--- src/rtl/vx_afu_run_ctrl_if.sv ---
// Per-bank AXI transaction fire strobes seen by the AFU run controller.
// Master drives the strobes, the run controller consumes them.
interface vx_afu_run_ctrl_if #(
  parameter int NUM_BANKS = 2
);
  logic [NUM_BANKS-1:0] awfire;
  logic [NUM_BANKS-1:0] bfire;
  logic [NUM_BANKS-1:0] arfire;
  logic [NUM_BANKS-1:0] rlastfire;

  modport master (
    output awfire,
    output bfire,
    output arfire,
    output rlastfire
  );

  modport slave (
    input awfire,
    input bfire,
    input arfire,
    input rlastfire
  );
endinterface

--- src/rtl/vx_afu_run_ctrl.sv ---
// Kernel run controller: reset/start/busy/drain lifecycle with
// per-bank outstanding AXI tracking, timeout and sticky errors.
module vx_afu_run_ctrl #(
  parameter int NUM_BANKS    = 2,
  parameter int CTR_WIDTH    = 16,
  parameter int RESET_DELAY  = 16,
  parameter int BUSY_TIMEOUT = 1024
) (
  input  logic        ap_clk,
  input  logic        ap_rst_n,
  input  logic        ap_reset,
  input  logic        ap_start,
  output logic        ap_done,
  output logic        ap_idle,
  output logic        ap_ready,
  output logic        vx_reset,
  input  logic        vx_busy,
  vx_afu_run_ctrl_if.slave axi,
  output logic        pending_any,
  output logic [63:0] run_cycles,
  output logic        err_overflow,
  output logic        err_underflow,
  output logic        err_timeout
);

  localparam int MAXS =
    (RESET_DELAY > BUSY_TIMEOUT) ? RESET_DELAY : BUSY_TIMEOUT;
  localparam int STEP_W = $clog2(MAXS + 1);
  localparam logic [STEP_W-1:0] RD_LAST =
    STEP_W'(RESET_DELAY - 1);
  localparam logic [STEP_W-1:0] TO_LAST =
    STEP_W'((BUSY_TIMEOUT == 0) ? 0 : BUSY_TIMEOUT - 1);
  localparam bit TO_EN = (BUSY_TIMEOUT != 0);

  typedef enum logic [2:0] {
    S_IDLE,
    S_RESET,
    S_WAIT,
    S_RUN,
    S_DRAIN
  } state_t;

  state_t              state;
  logic [STEP_W-1:0]   step;
  logic                start_acc;

  logic [CTR_WIDTH-1:0] wr_cnt [NUM_BANKS];
  logic [CTR_WIDTH-1:0] rd_cnt [NUM_BANKS];
  logic [CTR_WIDTH-1:0] wr_nxt [NUM_BANKS];
  logic [CTR_WIDTH-1:0] rd_nxt [NUM_BANKS];
  logic                 ovf_any;
  logic                 unf_any;

  assign start_acc = (state == S_IDLE) && ap_start;
  assign ap_ready  = ap_done;

  // Returns {overflow, underflow, next count}; net-zero events hold.
  function automatic logic [CTR_WIDTH+1:0] ctr_next(
    input logic [CTR_WIDTH-1:0] c,
    input logic                 inc,
    input logic                 dec
  );
    logic                 ovf;
    logic                 unf;
    logic [CTR_WIDTH-1:0] n;
    ovf = 1'b0;
    unf = 1'b0;
    n   = c;
    unique case (1'b1)
      (inc & ~dec): begin
        if (&c) ovf = 1'b1;
        else    n   = c + CTR_WIDTH'(1);
      end
      (dec & ~inc): begin
        if (c == '0) unf = 1'b1;
        else         n   = c - CTR_WIDTH'(1);
      end
      default: ;
    endcase
    return {ovf, unf, n};
  endfunction

  always_comb begin
    logic [CTR_WIDTH+1:0] w;
    logic [CTR_WIDTH+1:0] r;
    ovf_any     = 1'b0;
    unf_any     = 1'b0;
    pending_any = 1'b0;
    w           = '0;
    r           = '0;
    for (int i = 0; i < NUM_BANKS; i++) begin
      w = ctr_next(wr_cnt[i], axi.awfire[i], axi.bfire[i]);
      r = ctr_next(rd_cnt[i], axi.arfire[i], axi.rlastfire[i]);
      wr_nxt[i]   = w[CTR_WIDTH-1:0];
      rd_nxt[i]   = r[CTR_WIDTH-1:0];
      ovf_any     = ovf_any | w[CTR_WIDTH+1] | r[CTR_WIDTH+1];
      unf_any     = unf_any | w[CTR_WIDTH] | r[CTR_WIDTH];
      pending_any = pending_any
                  | (wr_cnt[i] != '0)
                  | (rd_cnt[i] != '0);
    end
  end

  // Traffic is accounted in every state, including IDLE.
  always_ff @(posedge ap_clk or negedge ap_rst_n) begin
    if (!ap_rst_n) begin
      for (int i = 0; i < NUM_BANKS; i++) begin
        wr_cnt[i] <= '0;
        rd_cnt[i] <= '0;
      end
      err_overflow  <= 1'b0;
      err_underflow <= 1'b0;
    end else if (ap_reset) begin
      for (int i = 0; i < NUM_BANKS; i++) begin
        wr_cnt[i] <= '0;
        rd_cnt[i] <= '0;
      end
      err_overflow  <= 1'b0;
      err_underflow <= 1'b0;
    end else begin
      for (int i = 0; i < NUM_BANKS; i++) begin
        wr_cnt[i] <= wr_nxt[i];
        rd_cnt[i] <= rd_nxt[i];
      end
      err_overflow  <= (err_overflow & ~start_acc) | ovf_any;
      err_underflow <= (err_underflow & ~start_acc) | unf_any;
    end
  end

  always_ff @(posedge ap_clk or negedge ap_rst_n) begin
    if (!ap_rst_n) begin
      state       <= S_IDLE;
      step        <= '0;
      run_cycles  <= '0;
      err_timeout <= 1'b0;
      vx_reset    <= 1'b1;
      ap_idle     <= 1'b1;
      ap_done     <= 1'b0;
    end else if (ap_reset) begin
      state       <= S_IDLE;
      step        <= '0;
      run_cycles  <= '0;
      err_timeout <= 1'b0;
      vx_reset    <= 1'b1;
      ap_idle     <= 1'b1;
      ap_done     <= 1'b0;
    end else begin
      ap_done <= 1'b0;
      unique case (state)
        S_IDLE: begin
          if (ap_start) begin
            state       <= S_RESET;
            step        <= '0;
            run_cycles  <= '0;
            err_timeout <= 1'b0;
            ap_idle     <= 1'b0;
          end
        end
        S_RESET: begin
          if (step == RD_LAST) begin
            state    <= S_WAIT;
            step     <= '0;
            vx_reset <= 1'b0;
          end else begin
            step <= step + STEP_W'(1);
          end
        end
        S_WAIT: begin
          run_cycles <= run_cycles + 64'd1;
          if (vx_busy) begin
            state <= S_RUN;
          end else if (TO_EN && step == TO_LAST) begin
            err_timeout <= 1'b1;
            state       <= S_DRAIN;
          end else begin
            step <= step + STEP_W'(1);
          end
        end
        S_RUN: begin
          run_cycles <= run_cycles + 64'd1;
          if (!vx_busy) state <= S_DRAIN;
        end
        S_DRAIN: begin
          run_cycles <= run_cycles + 64'd1;
          if (!pending_any) begin
            state    <= S_IDLE;
            ap_done  <= 1'b1;
            ap_idle  <= 1'b1;
            vx_reset <= 1'b1;
          end
        end
        default: state <= S_IDLE;
      endcase
    end
  end

endmodule

--- src/flat_wrapper.sv ---
// flat-port wrapper written by rule: the top's interface ports become plain ports
module vx_afu_run_ctrl_flat 
#(
  parameter int NUM_BANKS    = 2,
  parameter int CTR_WIDTH    = 16,
  parameter int RESET_DELAY  = 16,
  parameter int BUSY_TIMEOUT = 1024
)
  (ap_clk, ap_rst_n, ap_reset, ap_start, ap_done, ap_idle, ap_ready, vx_reset, vx_busy, pending_any, run_cycles, err_overflow, err_underflow, err_timeout, axi_awfire, axi_bfire, axi_arfire, axi_rlastfire);
  vx_afu_run_ctrl_if #(.NUM_BANKS(NUM_BANKS)) axi_i ();
  input  logic ap_clk;
  input  logic ap_rst_n;
  input  logic ap_reset;
  input  logic ap_start;
  output logic ap_done;
  output logic ap_idle;
  output logic ap_ready;
  output logic vx_reset;
  input  logic vx_busy;
  output logic pending_any;
  output logic [63:0] run_cycles;
  output logic err_overflow;
  output logic err_underflow;
  output logic err_timeout;
  input wire logic [$bits(axi_i.awfire)-1:0] axi_awfire;
  input wire logic [$bits(axi_i.bfire)-1:0] axi_bfire;
  input wire logic [$bits(axi_i.arfire)-1:0] axi_arfire;
  input wire logic [$bits(axi_i.rlastfire)-1:0] axi_rlastfire;
  assign axi_i.awfire = axi_awfire;
  assign axi_i.bfire = axi_bfire;
  assign axi_i.arfire = axi_arfire;
  assign axi_i.rlastfire = axi_rlastfire;
  vx_afu_run_ctrl #(.NUM_BANKS(NUM_BANKS), .CTR_WIDTH(CTR_WIDTH), .RESET_DELAY(RESET_DELAY), .BUSY_TIMEOUT(BUSY_TIMEOUT)) u_core (.ap_clk(ap_clk), .ap_rst_n(ap_rst_n), .ap_reset(ap_reset), .ap_start(ap_start), .ap_done(ap_done), .ap_idle(ap_idle), .ap_ready(ap_ready), .vx_reset(vx_reset), .vx_busy(vx_busy), .axi(axi_i), .pending_any(pending_any), .run_cycles(run_cycles), .err_overflow(err_overflow), .err_underflow(err_underflow), .err_timeout(err_timeout));
endmodule
--- config.mk ---
export PLATFORM = sky130hd
export DESIGN_NAME = vx_afu_run_ctrl_flat
export DESIGN_NICKNAME = d
export VERILOG_FILES = /design/src/rtl/vx_afu_run_ctrl_if.sv /design/src/rtl/vx_afu_run_ctrl.sv /design/src/flat_wrapper.sv
export SDC_FILE = /design/constraint.sdc
export NUM_CORES = 1
export LEC_CHECK = 0
export CAP_MARGIN = 30
export CORE_UTILIZATION = 65
export DETAILED_ROUTE_END_ITERATION = 10
export DONT_BUFFER_PORTS = 1
export GPL_ROUTABILITY_DRIVEN = 0
export PLACE_DENSITY = 0.81
export SKIP_LAST_GASP = 1
export SLEW_MARGIN = 40
export SYNTH_ARGS = -nofsm -noshare
export SYNTH_HDL_FRONTEND = slang
export SYNTH_SLANG_ARGS = --single-unit
--- constraint.sdc ---
create_clock -name ap_clk -period 2.8 [get_ports ap_clk]
set_input_delay 0.42 -clock ap_clk [delete_from_list [all_inputs] [get_ports ap_clk]]
set_output_delay 0.42 -clock ap_clk [all_outputs]
set_load 0.01 [all_outputs]
Yosys cells after proc, flatten, opt, wreduce, memory -nomap -nowiden

Cells that the tools add are included.

Add/subtract/negate cells: 10
Eq/ne operators: 22
Multiplexer cells: 63
Bitwise gates (word level): 30
Reductions and logical operators: 34

Operators by type and width:

| cell                    | count |
|---|---|
| $mux W16                | 8 |
| $mux W64                | 2 |
| $pmux W16 S2            | 4 |
| $pmux W64 S2            | 1 |
| $add A16 B1 Y16 const B | 4 |
| $add A64 B1 Y64 const B | 1 |
| $logic_not A16 Y1       | 4 |
| $mux W32                | 2 |
| $reduce_and A16 Y1      | 4 |
| $reduce_bool A16 Y1     | 4 |
| $sub A16 B1 Y16 const B | 4 |
| $mux W11                | 5 |
| $ne A3 B3 Y1 const B    | 13 |
| $pmux W11 S3            | 1 |
| $mux W1                 | 29 |
| $reduce_bool A3 Y1      | 8 |
| $mux W3                 | 7 |
| $reduce_and A3 Y1       | 6 |
| $pmux W3 S5             | 1 |
| $add A11 B1 Y11 const B | 1 |
| $eq A11 B10 Y1 const B  | 1 |
| $eq A11 B4 Y1 const B   | 1 |
| $or A1 B1 Y1            | 11 |
| $and A1 B1 Y1           | 10 |
| 14 further kinds        | 27 |

Bits in registers: 148
Input port bits: 13
Output and inout port bits: 72
Word-level logic and storage cells: 172

Longest topological paths before layout

Gate-level depths: netlist of run 1.

Word-level depth: 8
Depth in mapped cells: 13
Mapped depth without buffers: 11

Least setup slack after synthesis of run 1

OpenSTA, ideal clock, no wires.

Path kind: in2reg
Start: input port axi_arfire[1]
End: register u_core.rd_cnt[6] in the netlist's numbering
Library setup time: 0.132 ns
Arrival time: 2.638 ns
Required time: 2.668 ns
Path slack: 0.030 ns
Stages: 11
Path buffers: 2
Path through: nand2b_1 > clkbuf_1 > clkbuf_1 > xnor2_1 > ha_1 > or3_1 > or3_1 > or3_1 > a21oi_1 > xnor2_1 > nor2_1

Cells in the longest elaborated chain, start to end: 4
Elaborated cells between the ends (all ways): 9
Classes of those cells: 2 x eq/ne; 2 x mux; 3 x bitwise; 2 x reduce/logical

Ends and longest elaborated chain:

| what                                                           | RTL line               | text |
|---|---|---|
| start: declaration                                             | flat_wrapper.sv:27     | `input wire logic [$bits(axi_i.arfire)-1:0] axi_arfire;` |
| $not A1 Y1                                                     | vx_afu_run_ctrl.sv:74  | `(dec & ~inc): begin` |
| $and A1 B1 Y1                                                  | vx_afu_run_ctrl.sv:74  |  |
| $ne A3 B3 Y1 (no source line) (tied with other cells)          | --                     |  |
| $reduce_and A3 Y1 (no source line) or $mux W32 (tied branches) | --                     |  |
| end signal: indexed assignment                                 | vx_afu_run_ctrl.sv:123 | `rd_cnt[i] <= rd_nxt[i];` |
| end: declaration                                               | vx_afu_run_ctrl.sv:48  | `logic [CTR_WIDTH-1:0] rd_cnt [NUM_BANKS];` |

Parallel ways exist; a longest one is shown, timed or not.
A chain may end at the register's enable or synchronous reset.

Worst setup path after layout of run 1

Start: register u_core.rd_cnt[20] in the netlist's numbering
End: output port pending_any

Cells in the longest elaborated chain, start to end: 4

Ends and longest elaborated chain:

| what                | RTL line               | text |
|---|---|---|
| $reduce_bool A16 Y1 | vx_afu_run_ctrl.sv:100 | `\| (rd_cnt[i] != '0);` |
| $or A1 B1 Y1        | vx_afu_run_ctrl.sv:100 |  |
| $or A1 B1 Y1        | vx_afu_run_ctrl.sv:99  | `\| (wr_cnt[i] != '0)` |
| $or A1 B1 Y1        | vx_afu_run_ctrl.sv:100 |  |
| end: declaration    | flat_wrapper.sv:20     | `output logic pending_any;` |

Every way passes these cells.

==> results of run 1 <==
-- cell usage after synthesis, types with 3 or more instances --
cell type and count:
sky130_fd_sc_hd__a21o_1 4, sky130_fd_sc_hd__a21oi_1 64, sky130_fd_sc_hd__a22oi_1 5, sky130_fd_sc_hd__a31o_2 4
sky130_fd_sc_hd__a31oi_1 18, sky130_fd_sc_hd__and2_1 6, sky130_fd_sc_hd__and3_1 22, sky130_fd_sc_hd__and4_1 8
sky130_fd_sc_hd__buf_1 3, sky130_fd_sc_hd__buf_2 11, sky130_fd_sc_hd__buf_6 3, sky130_fd_sc_hd__clkbuf_1 45
sky130_fd_sc_hd__dfrtp_1 146, sky130_fd_sc_hd__ha_1 16, sky130_fd_sc_hd__inv_1 20, sky130_fd_sc_hd__mux2i_1 18
sky130_fd_sc_hd__nand2_1 109, sky130_fd_sc_hd__nand2b_1 13, sky130_fd_sc_hd__nand3_1 43, sky130_fd_sc_hd__nand3b_1 5
sky130_fd_sc_hd__nand4_1 24, sky130_fd_sc_hd__nor2_1 156, sky130_fd_sc_hd__nor2b_1 8, sky130_fd_sc_hd__nor3_1 29
sky130_fd_sc_hd__nor3_2 11, sky130_fd_sc_hd__nor3b_1 6, sky130_fd_sc_hd__nor4_1 15, sky130_fd_sc_hd__nor4_2 4
sky130_fd_sc_hd__o211ai_1 4, sky130_fd_sc_hd__o21ai_0 73, sky130_fd_sc_hd__o21ai_1 6, sky130_fd_sc_hd__o22ai_1 5
sky130_fd_sc_hd__o31ai_1 13, sky130_fd_sc_hd__o41ai_1 5, sky130_fd_sc_hd__or2_2 11, sky130_fd_sc_hd__or3_1 41
sky130_fd_sc_hd__or4_1 7, sky130_fd_sc_hd__or4_4 3, sky130_fd_sc_hd__xnor2_1 46, sky130_fd_sc_hd__xor2_1 44
-- metal layers --
layer  vias up  wire length, um
met1      3986             9410
met2       291            10200
met5         -                0
li1       4009                -
met3        55             1450
met4         0              515
-- registers in the layout, summed over array words and instances, names as in the netlist --
name	flops
u_core.ap_idle	1
u_core.run_cycles	64
u_core.wr_cnt	32
u_core.err_underflow	1
u_core.err_timeout	1
u_core.ap_done	1
u_core.err_overflow	1
u_core.state	3
u_core.step	11
u_core.rd_cnt	32
u_core.vx_reset	1
-- report_power, final --
part / internal [mW] / total (mW) / switching, mW
Sequential: 2.30 / 2.58 / 0.274
Clock: 1.32 / 2.26 / 0.939
Combinational: 0.713 / 1.72 / 1.01
Total: 4.34 / 6.56 / 2.22
-- what timing repair did --
| action | 4_1_cts | 5_1_grt |
|---|---|---|
| gates resized for setup | 0 | 1 |
| endpoints found under the hold margin | 148 | 148 |
| endpoints found under the setup margin | 0 | 1 |
-- cell families (layout without fill, tap and decap cells) --
kind of cell | Yosys count | in the layout | synth area share
buffers and inverters | 86 | 90 | 0.0386
DFF | 148 | 148 | 0.390
AOI/OAI and AO/OA | 227 | 227 | 0.145
muxes | 20 | 20 | 0.0213
xor gates and xnor gates | 90 | 90 | 0.0830
and+or+nand+nor | 541 | 541 | 0.301
adders and majority gates | 16 | 16 | 0.0211
-- cell type report --
| class | instances | area, sq um |
|---|---|---|
| multi-input cells | 894 | 5440 |
| repair buffers | 36 | 270 |
| flip-flops and latches | 148 | 3710 |
| well taps | 180 | 225 |
| clock inverters | 13 | 149 |
| inverters | 22 | 82.6 |
| clock buffers | 19 | 433 |
| fillers | 1045 | 3740 |
-- final timing paths --
kind                                    from               endpoint  slack, ps
setup / recovery           u_core.rd_cnt[20]            pending_any        130
hold / removal                      ap_rst_n        u_core.state[0]       -320
setup reg to reg           u_core.wr_cnt[24]      u_core.wr_cnt[19]        270
hold reg to reg               u_core.step[1]         u_core.step[1]        520
max in group asynchronous           ap_rst_n  u_core.run_cycles[44]       2900
min in group ap_clk                 ap_reset       u_core.wr_cnt[8]         70
-- stage by stage --
stage	hold slack (ps)	setup slack (ps)	utilization	cells	total power [mW]
final	-320	134	0.734	1312	6.56
after detailed placement	128	309	0.692	1280	4.29
after global routing	-328	25.1	0.734	1312	6.89
after floorplan	124	29.8	-	1128	3.89
after CTS	-329	137	0.733	1312	6.57
after global placement	129	300	0.692	1280	4.25
==> metrics.txt, run 1 <==
path class of the lowest-slack min-delay path input port to async pin; series of cell instances along the critical path or3_1, nor3_2, and3_2, nand4_2, buf_4; total iterations of the first detailed-routing run 6; number of global-route vias before repair 7750; port buffer count 0; startpoint class of the critical path flop; via-per-instance ratio about 6.4; max capacitance violation total 0; DRC Markers 0; upper clock frequency limit ~380 MHz; Max transition margin 0.476; violated checks negative hold slack; post-synthesis cell type count 80; Hold Violations, Final 148; arrival time of the worst setup path 2250 ps; Synth top area share 0.385; standard cell area after detailed placement between 9000 and 10000 sq um; setup violators final 0; initial DRC count 667; path length in cells of the critical path 5; insertion delay of the later-clocked pin in the worst-skew pair about 430 ps; Mapped Avg Cell Area 8.42 sq um; H-tree Lvls 4; GRT Resource Usage Total 0.300; final worst clock skew a little under 10 ps; final hold slack -320 ps; post-detailed-route wirelength per cell 16.4 um; buffers from clock root to sink, at most 2; kind of capture point of the worst setup path output pin; count of cells along the worst register-to-register path 7; CP bufs+invs 1; first-pass GRT wire length 36100 um; most crowded layer after global routing met2; full die area 15100 sq um; total number of vias between 8000 and 9000; share of the cycle needed by the critical path after routing 0.952; area growth from synthesis to final layout 8.49%; Tightest Pin Transition 782 ps; share of synthesized area occupied by flip-flops and latches 0.390; top post-synthesis cells by area sky130_fd_sc_hd__dfrtp_1 (38%), sky130_fd_sc_hd__nor2_1 (6.2%), sky130_fd_sc_hd__nand2_1 (4.3%); synthesis warning total 0; critical path's slowest cell sky130_fd_sc_hd__or3_1; placement row count 43; Synth area leader sky130_fd_sc_hd__dfrtp_1; setup tns final 0 ps; clock root buffer sky130_fd_sc_hd__clkbuf_16; residual overflow from global routing 0; Synth Net Count around 1200; LEAKAGE 4.29 nW; result of the run finished, violations left; Floorplan Core Area 14000 sq um; shortest period the worst path allows 2670 ps; most common library cell in the layout ignoring fill and taps sky130_fd_sc_hd__nor2_1; Cell Pwr Density 637 nW/um^2; Initial Util 0.676; Required @ worst endpoint 2380 ps; Sink Count 148; overall die height approximately 120 um; Max VDD drop 0.461 mV; met1 layer usage reported by global route 0.386; horizontal extent of the die 123 um; proportion of layout cells with a drive suffix above 1 0.109; critical path peak fanout 6; number of synthesized register bits 148; FFs w/ async S/R, synth 1.00; number of buffers inserted by post-CTS setup repair 0; DP HPWL 14700 um; setup repair after global routing missed its margin false; clock edge transition at the registers on the reported setup and hold paths about 70 ps; peak per-stage delay on the critical path 460 ps; fraction of met3 tracks used by global routing 0.0604; critical path's top delay family simple AND/OR/NAND/NOR gates; CTS tree done; number of nets in the layout around 1100; area of all placed cells without fillers 10300 sq um; antenna diode instance count 0; synthesized cell area approximately 9500 sq um; Most used DFF post-synth sky130_fd_sc_hd__dfrtp_1; pin count of the biggest net entering global routing between 100 and 150; Detail Route Antenna Nets 0; boundary pin count 85; commonest non-fill, non-tap cells in the layout sky130_fd_sc_hd__nor2_1 (155), sky130_fd_sc_hd__dfrtp_1 (146), sky130_fd_sc_hd__nand2_1 (109); number of enable flip-flop cells after synthesis 0; number of pins exceeding their max-slew limit in the final report 0; routed wire length 21600 um; Gate Count Post-Synth approximately 1100; met2 Usage GRT 0.488; number of buffers inserted during clock tree synthesis 17; number of antenna violations at the first check in global routing 0; critical setup path kind flop to output pin
Power figures use the tool's default switching activity.
==> inputs of run 2 (changes only) <==
--- a/config.mk
+++ b/config.mk
@@ -5,7 +5,7 @@
 export SDC_FILE = /design/constraint.sdc
 export NUM_CORES = 1
 export LEC_CHECK = 0
-export CAP_MARGIN = 30
+export CAP_MARGIN = 20
 export CORE_UTILIZATION = 65
 export DETAILED_ROUTE_END_ITERATION = 10
 export DONT_BUFFER_PORTS = 1
==> results of run 2 <==
Final layout, timing and power as in run 1 (identical DEF).
